<file path="src/rtl/mem_bus_arbiter.sv">
// Two-requester (fetch / data) arbiter in front of a single shared memory port.
// Optional macro MEM_BUS_ARB_RR_EN: round-robin on contention instead of data-over-fetch priority.
module mem_bus_arbiter #(
    parameter int unsigned WAIT_CYCLES = 2
) (
    input  logic        clk,
    input  logic        rst,
    input  logic        if_req_i,
    input  logic [31:0] if_addr_i,
    output logic [31:0] if_data_o,
    output logic        if_ready_o,
    input  logic        d_req_i,
    input  logic        d_we_i,
    input  logic [31:0] d_addr_i,
    input  logic [31:0] d_wdata_i,
    input  logic [3:0]  d_sel_i,
    output logic [31:0] d_rdata_o,
    output logic        d_ready_o,
    output logic        bus_ce_o,
    output logic        bus_we_o,
    output logic [31:0] bus_addr_o,
    output logic [3:0]  bus_sel_o,
    output logic [31:0] bus_wdata_o,
    input  logic [31:0] bus_rdata_i,
    output logic        stall_req_o,
    output logic [1:0]  dbg_state_o
);

    localparam logic [1:0] S_IDLE   = 2'd0;
    localparam logic [1:0] S_ACCESS = 2'd1;
    localparam logic [1:0] S_DONE   = 2'd2;
    localparam logic [3:0] WAIT_LD  = 4'(WAIT_CYCLES);

    logic [1:0]  state_q, state_d;
    logic [3:0]  cnt_q, cnt_d;
    logic        grant_q, grant_d;   // 1 = data port, 0 = fetch port
    logic        we_q, we_d;
    logic [31:0] addr_q, addr_d;
    logic [3:0]  sel_q, sel_d;
    logic [31:0] wdata_q, wdata_d;
    logic [31:0] if_data_q, if_data_d;
    logic [31:0] d_data_q, d_data_d;
    logic        pick_data;
    logic        in_access;

`ifdef MEM_BUS_ARB_RR_EN
    logic        last_q, last_d;     // 1 = data was granted most recently

    // On contention the port that did not win last time is served.
    assign pick_data = d_req_i & (~if_req_i | ~last_q);
`else
    assign pick_data = d_req_i;
`endif

    always_comb begin
        state_d   = state_q;
        cnt_d     = cnt_q;
        grant_d   = grant_q;
        we_d      = we_q;
        addr_d    = addr_q;
        sel_d     = sel_q;
        wdata_d   = wdata_q;
        if_data_d = if_data_q;
        d_data_d  = d_data_q;
`ifdef MEM_BUS_ARB_RR_EN
        last_d    = last_q;
`endif
        case (state_q)
            S_IDLE: begin
                if (if_req_i || d_req_i) begin
                    state_d = S_ACCESS;
                    cnt_d   = WAIT_LD;
                    grant_d = pick_data;
`ifdef MEM_BUS_ARB_RR_EN
                    last_d  = pick_data;
`endif
                    if (pick_data) begin
                        we_d    = d_we_i;
                        addr_d  = d_addr_i;
                        sel_d   = d_sel_i;
                        wdata_d = d_wdata_i;
                    end else begin
                        we_d    = 1'b0;
                        addr_d  = if_addr_i;
                        sel_d   = 4'b1111;
                        wdata_d = 32'h0;
                    end
                end
            end
            S_ACCESS: begin
                if (cnt_q == 4'd0) begin
                    state_d = S_DONE;
                    if (!we_q) begin
                        if (grant_q) d_data_d  = bus_rdata_i;
                        else         if_data_d = bus_rdata_i;
                    end
                end else begin
                    cnt_d = cnt_q - 4'd1;
                end
            end
            S_DONE:  state_d = S_IDLE;
            default: state_d = S_IDLE;
        endcase
    end

    always_ff @(posedge clk or negedge rst) begin
        if (!rst) begin
            state_q   <= S_IDLE;
            cnt_q     <= 4'd0;
            grant_q   <= 1'b0;
            we_q      <= 1'b0;
            addr_q    <= 32'h0;
            sel_q     <= 4'h0;
            wdata_q   <= 32'h0;
            if_data_q <= 32'h0;
            d_data_q  <= 32'h0;
`ifdef MEM_BUS_ARB_RR_EN
            last_q    <= 1'b0;
`endif
        end else begin
            state_q   <= state_d;
            cnt_q     <= cnt_d;
            grant_q   <= grant_d;
            we_q      <= we_d;
            addr_q    <= addr_d;
            sel_q     <= sel_d;
            wdata_q   <= wdata_d;
            if_data_q <= if_data_d;
            d_data_q  <= d_data_d;
`ifdef MEM_BUS_ARB_RR_EN
            last_q    <= last_d;
`endif
        end
    end

    assign in_access   = (state_q == S_ACCESS);
    assign bus_ce_o    = in_access;
    assign bus_we_o    = in_access & we_q;
    assign bus_sel_o   = in_access ? sel_q   : 4'h0;
    assign bus_addr_o  = in_access ? addr_q  : 32'h0;
    assign bus_wdata_o = in_access ? wdata_q : 32'h0;
    assign if_ready_o  = (state_q == S_DONE) & ~grant_q;
    assign d_ready_o   = (state_q == S_DONE) & grant_q;
    assign if_data_o   = if_data_q;
    assign d_rdata_o   = d_data_q;
    assign dbg_state_o = state_q;

    // Held low during reset so every output reads 0 while rst is asserted.
    assign stall_req_o = rst & ((if_req_i & ~if_ready_o) | (d_req_i & ~d_ready_o));

endmodule

</file>
<file path="config.mk">
export PLATFORM = sky130hd
export DESIGN_NAME = mem_bus_arbiter
export DESIGN_NICKNAME = d
export VERILOG_FILES = /design/src/rtl/mem_bus_arbiter.sv
export SDC_FILE = /design/constraint.sdc
export NUM_CORES = 1
export LEC_CHECK = 0
export CAP_MARGIN = 20
export CORE_MARGIN = 1.5
export CORE_UTILIZATION = 38
export CTS_CLUSTER_DIAMETER = 200
export DETAILED_ROUTE_END_ITERATION = 7
export PLACE_DENSITY = 0.85
export SLEW_MARGIN = 25
export SYNTH_ARGS = -nofsm -noshare
export SYNTH_HDL_FRONTEND = slang
export SYNTH_SLANG_ARGS = --single-unit
</file>
<file path="constraint.sdc">
create_clock -name clk -period 2.3 [get_ports clk]
set_input_delay 0.345 -clock clk [delete_from_list [all_inputs] [get_ports clk]]
set_output_delay 0.345 -clock clk [all_outputs]
set_load 0.1 [all_outputs]
</file>
==> results.md <==
* Status: finished clean
* DR vias at approximately 4,900
* Yosys cell types at 35
* TritonCTS clock tree: built
* Area after DPL at between 0.009 and 0.01 mm2
* Clock Tree Root: clkbuf_16
* Nets at slightly below 900
* Clock skew at around 0.009 ns
* WS Path Type: flip-flop to output pin
* Detailed Place HPWL at around 13,000 um
* Layout cells sized above 1 at approximately 44%
* Endpoints failing setup at 0
* Ys Warns at 0
* Crit path time final at 2.218 ns
* Non-filler cells, final at roughly 1,000
* Worst Path Required at 1.96 ns
* PortBufs at 275
* Initial Utilization at approximately 40%
* Clk sinks at 140
* Total gr overflow at 0
* CP max FO at 30
* Max-cap viol count at 0
* Chip Width at ~130 um
* Post-synth EDFFs at 0
* Initial antenna violation count at 0
* Total CTS buffers at 17
* Global-route usage over all layers at around a fifth
* Final worst path period share at a little over nine tenths
* DR vias/cell at about 5.0
* Die ar. at roughly 0.017 mm2
* Count of pins over their slew limit at 0
* Fill cells at roughly 1,200
* Clk Latency, worst-skew pair at 0.41 ns
* Critical path arrival at between 1.5 and 2 ns
* Final Cell Area at roughly 0.011 mm2
* Largest net degree at the start of global routing at 106
* Final Wtd Congestion at about 0.74
* Clk buf depth at 2
* Die Y at 130.5 um
* Placed insts at 950
* ANT cells at 0
* Async S/R FF share, synth at 100.0%
* Post-Syn Nets at about 620
* Unrepaired setup endpoints after global routing: no
* Initial DRC Count at roughly 140
* Final count of hold timing violations at 0
* CORE AREA at approximately 0.016 mm2
* Syn_area_per_cell at 12.82 um2
* Main synth FF type: dfrtp_1
* Place WS at approximately 0.097 ns
* Relative slew margins at between 50 and 60%
* CP endpoint kind: output pin
* Final setup margin at approximately 0.082 ns
* Drt pass-1 iters at 4
* Area growth syn-to-layout at 71.07%
* Sequential-to-total area share from yosys stat at about 57%
* H-tree depth at 4
* Overall routed net length at 17,890 um
* Clock-pin slew on the worst setup and hold paths at roughly 0.06 ns
* Actual slew at the worst max-slew pin at approximately 0.6 ns
* Avg WL per Cell at roughly 18 um
* DR DRC count at 0
* First-pass GRT wire length at 26,840 um
* Most frequent cells in the layout: 138 x dfrtp_1, 134 x clkdlybuf4s50_1, 78 x buf_12, 75 x buf_4, 65 x o21ai_0
* Mapped Cells at slightly below 500
* Commonest non-fill, non-tap cell in the layout: dfrtp_1
* Rows at between 40 and 50
* Kind of path behind the tightest hold check: input pin to async pin
* F_max at 450.9 MHz
* I/O Pins at 276
* Post-route ant nets at 0
* Number of global-route vias before repair at 5,008
* Worst Setup Start Kind: flip-flop
* Post-Syn Area at slightly above 0.006 mm2
* #FFs+latches synth at 140
cell type report:
type	count	area (um2)	area share (%)
Timing Repair Buffer	291	3517	33.26
Sequential cell	140	3511	33.20
Multi-Input combinational cell	301	2646	25.03
Clock buffer	17	425.4	4.023
Tap cell	216	270.3	2.556
Clock inverter	15	180.2	1.704
Inverter	5	23.77	0.2248
cell usage after synthesis, drive strengths merged, types with 2 or more instances:
master,instances,area [um2]
o22a,4,35.03
nand2,3,11.26
dfrtp,140,3503
clkbuf,29,108.9
inv,5,18.77
o21ai,66,330.3
ha,2,25.02
or2,2,12.51
nor3b,2,15.01
o22ai,2,12.51
a31o,2,17.52
mux2i,32,320.3
and2,70,437.9
a22o,33,289.0
nor2,5,18.77
buf,7,82.58
mux2,64,833.3
cells by family after synthesis:
logic type	after synthesis	synth area share [%]
mux	96	18.66
buf+inv	41	3.401
fa+ha+maj	2	0.4048
flops	140	56.68
compound gates	109	11.30
simple gates	94	9.555
state kept, by name, summed over array words and instances, names as in the netlist:
register,flops
grant_q,1
addr_q,32
we_q,1
sel_q,4
d_rdata_o,32
dbg_state_o,2
wdata_q,32
cnt_q,4
if_data_o,32
timing repair:
action | 4_1_cts | 5_1_grt
endpoints found under the hold margin | 35 | 0
setup endpoints to repair | 62 | 41
hold buffers | 1 | 0
gates resized for setup | 1 | 3
buffers inserted | 1 | 0
pin swaps | 0 | 0
gates cloned | 0 | 1
through the flow:
stage / util (%) / hold WS, ns / TNS (ns)
floorplan: - / 0.04941 / -1.921
global placement: 62.41 / 0.2744 / 0
detailed placement: 62.41 / 0.2771 / 0
CTS: 66.35 / 0.4307 / 0
global route: 66.56 / 0.4649 / 0
finish: 66.56 / 0.4431 / 0
path summary, 6_finish.rpt:
kind | from | endpoint | slack (ns) | cells past startpoint
max | dbg_state_o[1] | bus_addr_o[23] | 0.08 | 5
min | rst | addr_q[31] | 0.44 | 2
max reg2reg | cnt_q[0] | if_data_o[10] | 0.10 | 6
min reg2reg | sel_q[2] | sel_q[2] | 0.49 | 1
max in group asynchronous | rst | dbg_state_o[1] | 0.90 | 3
min in group clk | sel_q[2] | sel_q[2] | 0.49 | 1
per-layer routing:
metal	global-route usage [%]	vias to the layer above	part of all wire [%]
met5	0	-	0
met4	6.658	0	1.5
met1	24.39	2412	41
met2	35.63	198	49
met3	6.555	18	8.4
li1	-	2255	-
critical path: stages, from the launching register on:
cell,delay [ns]
dfrtp_4,0.51
or2b_4,0.30
inv_6,0.11
buf_12,0.18
and2_2,0.19
buf_12,0.17
Power is not shown: default switching activity piles up to over one toggle a cycle in this logic, so the estimate is an artifact.
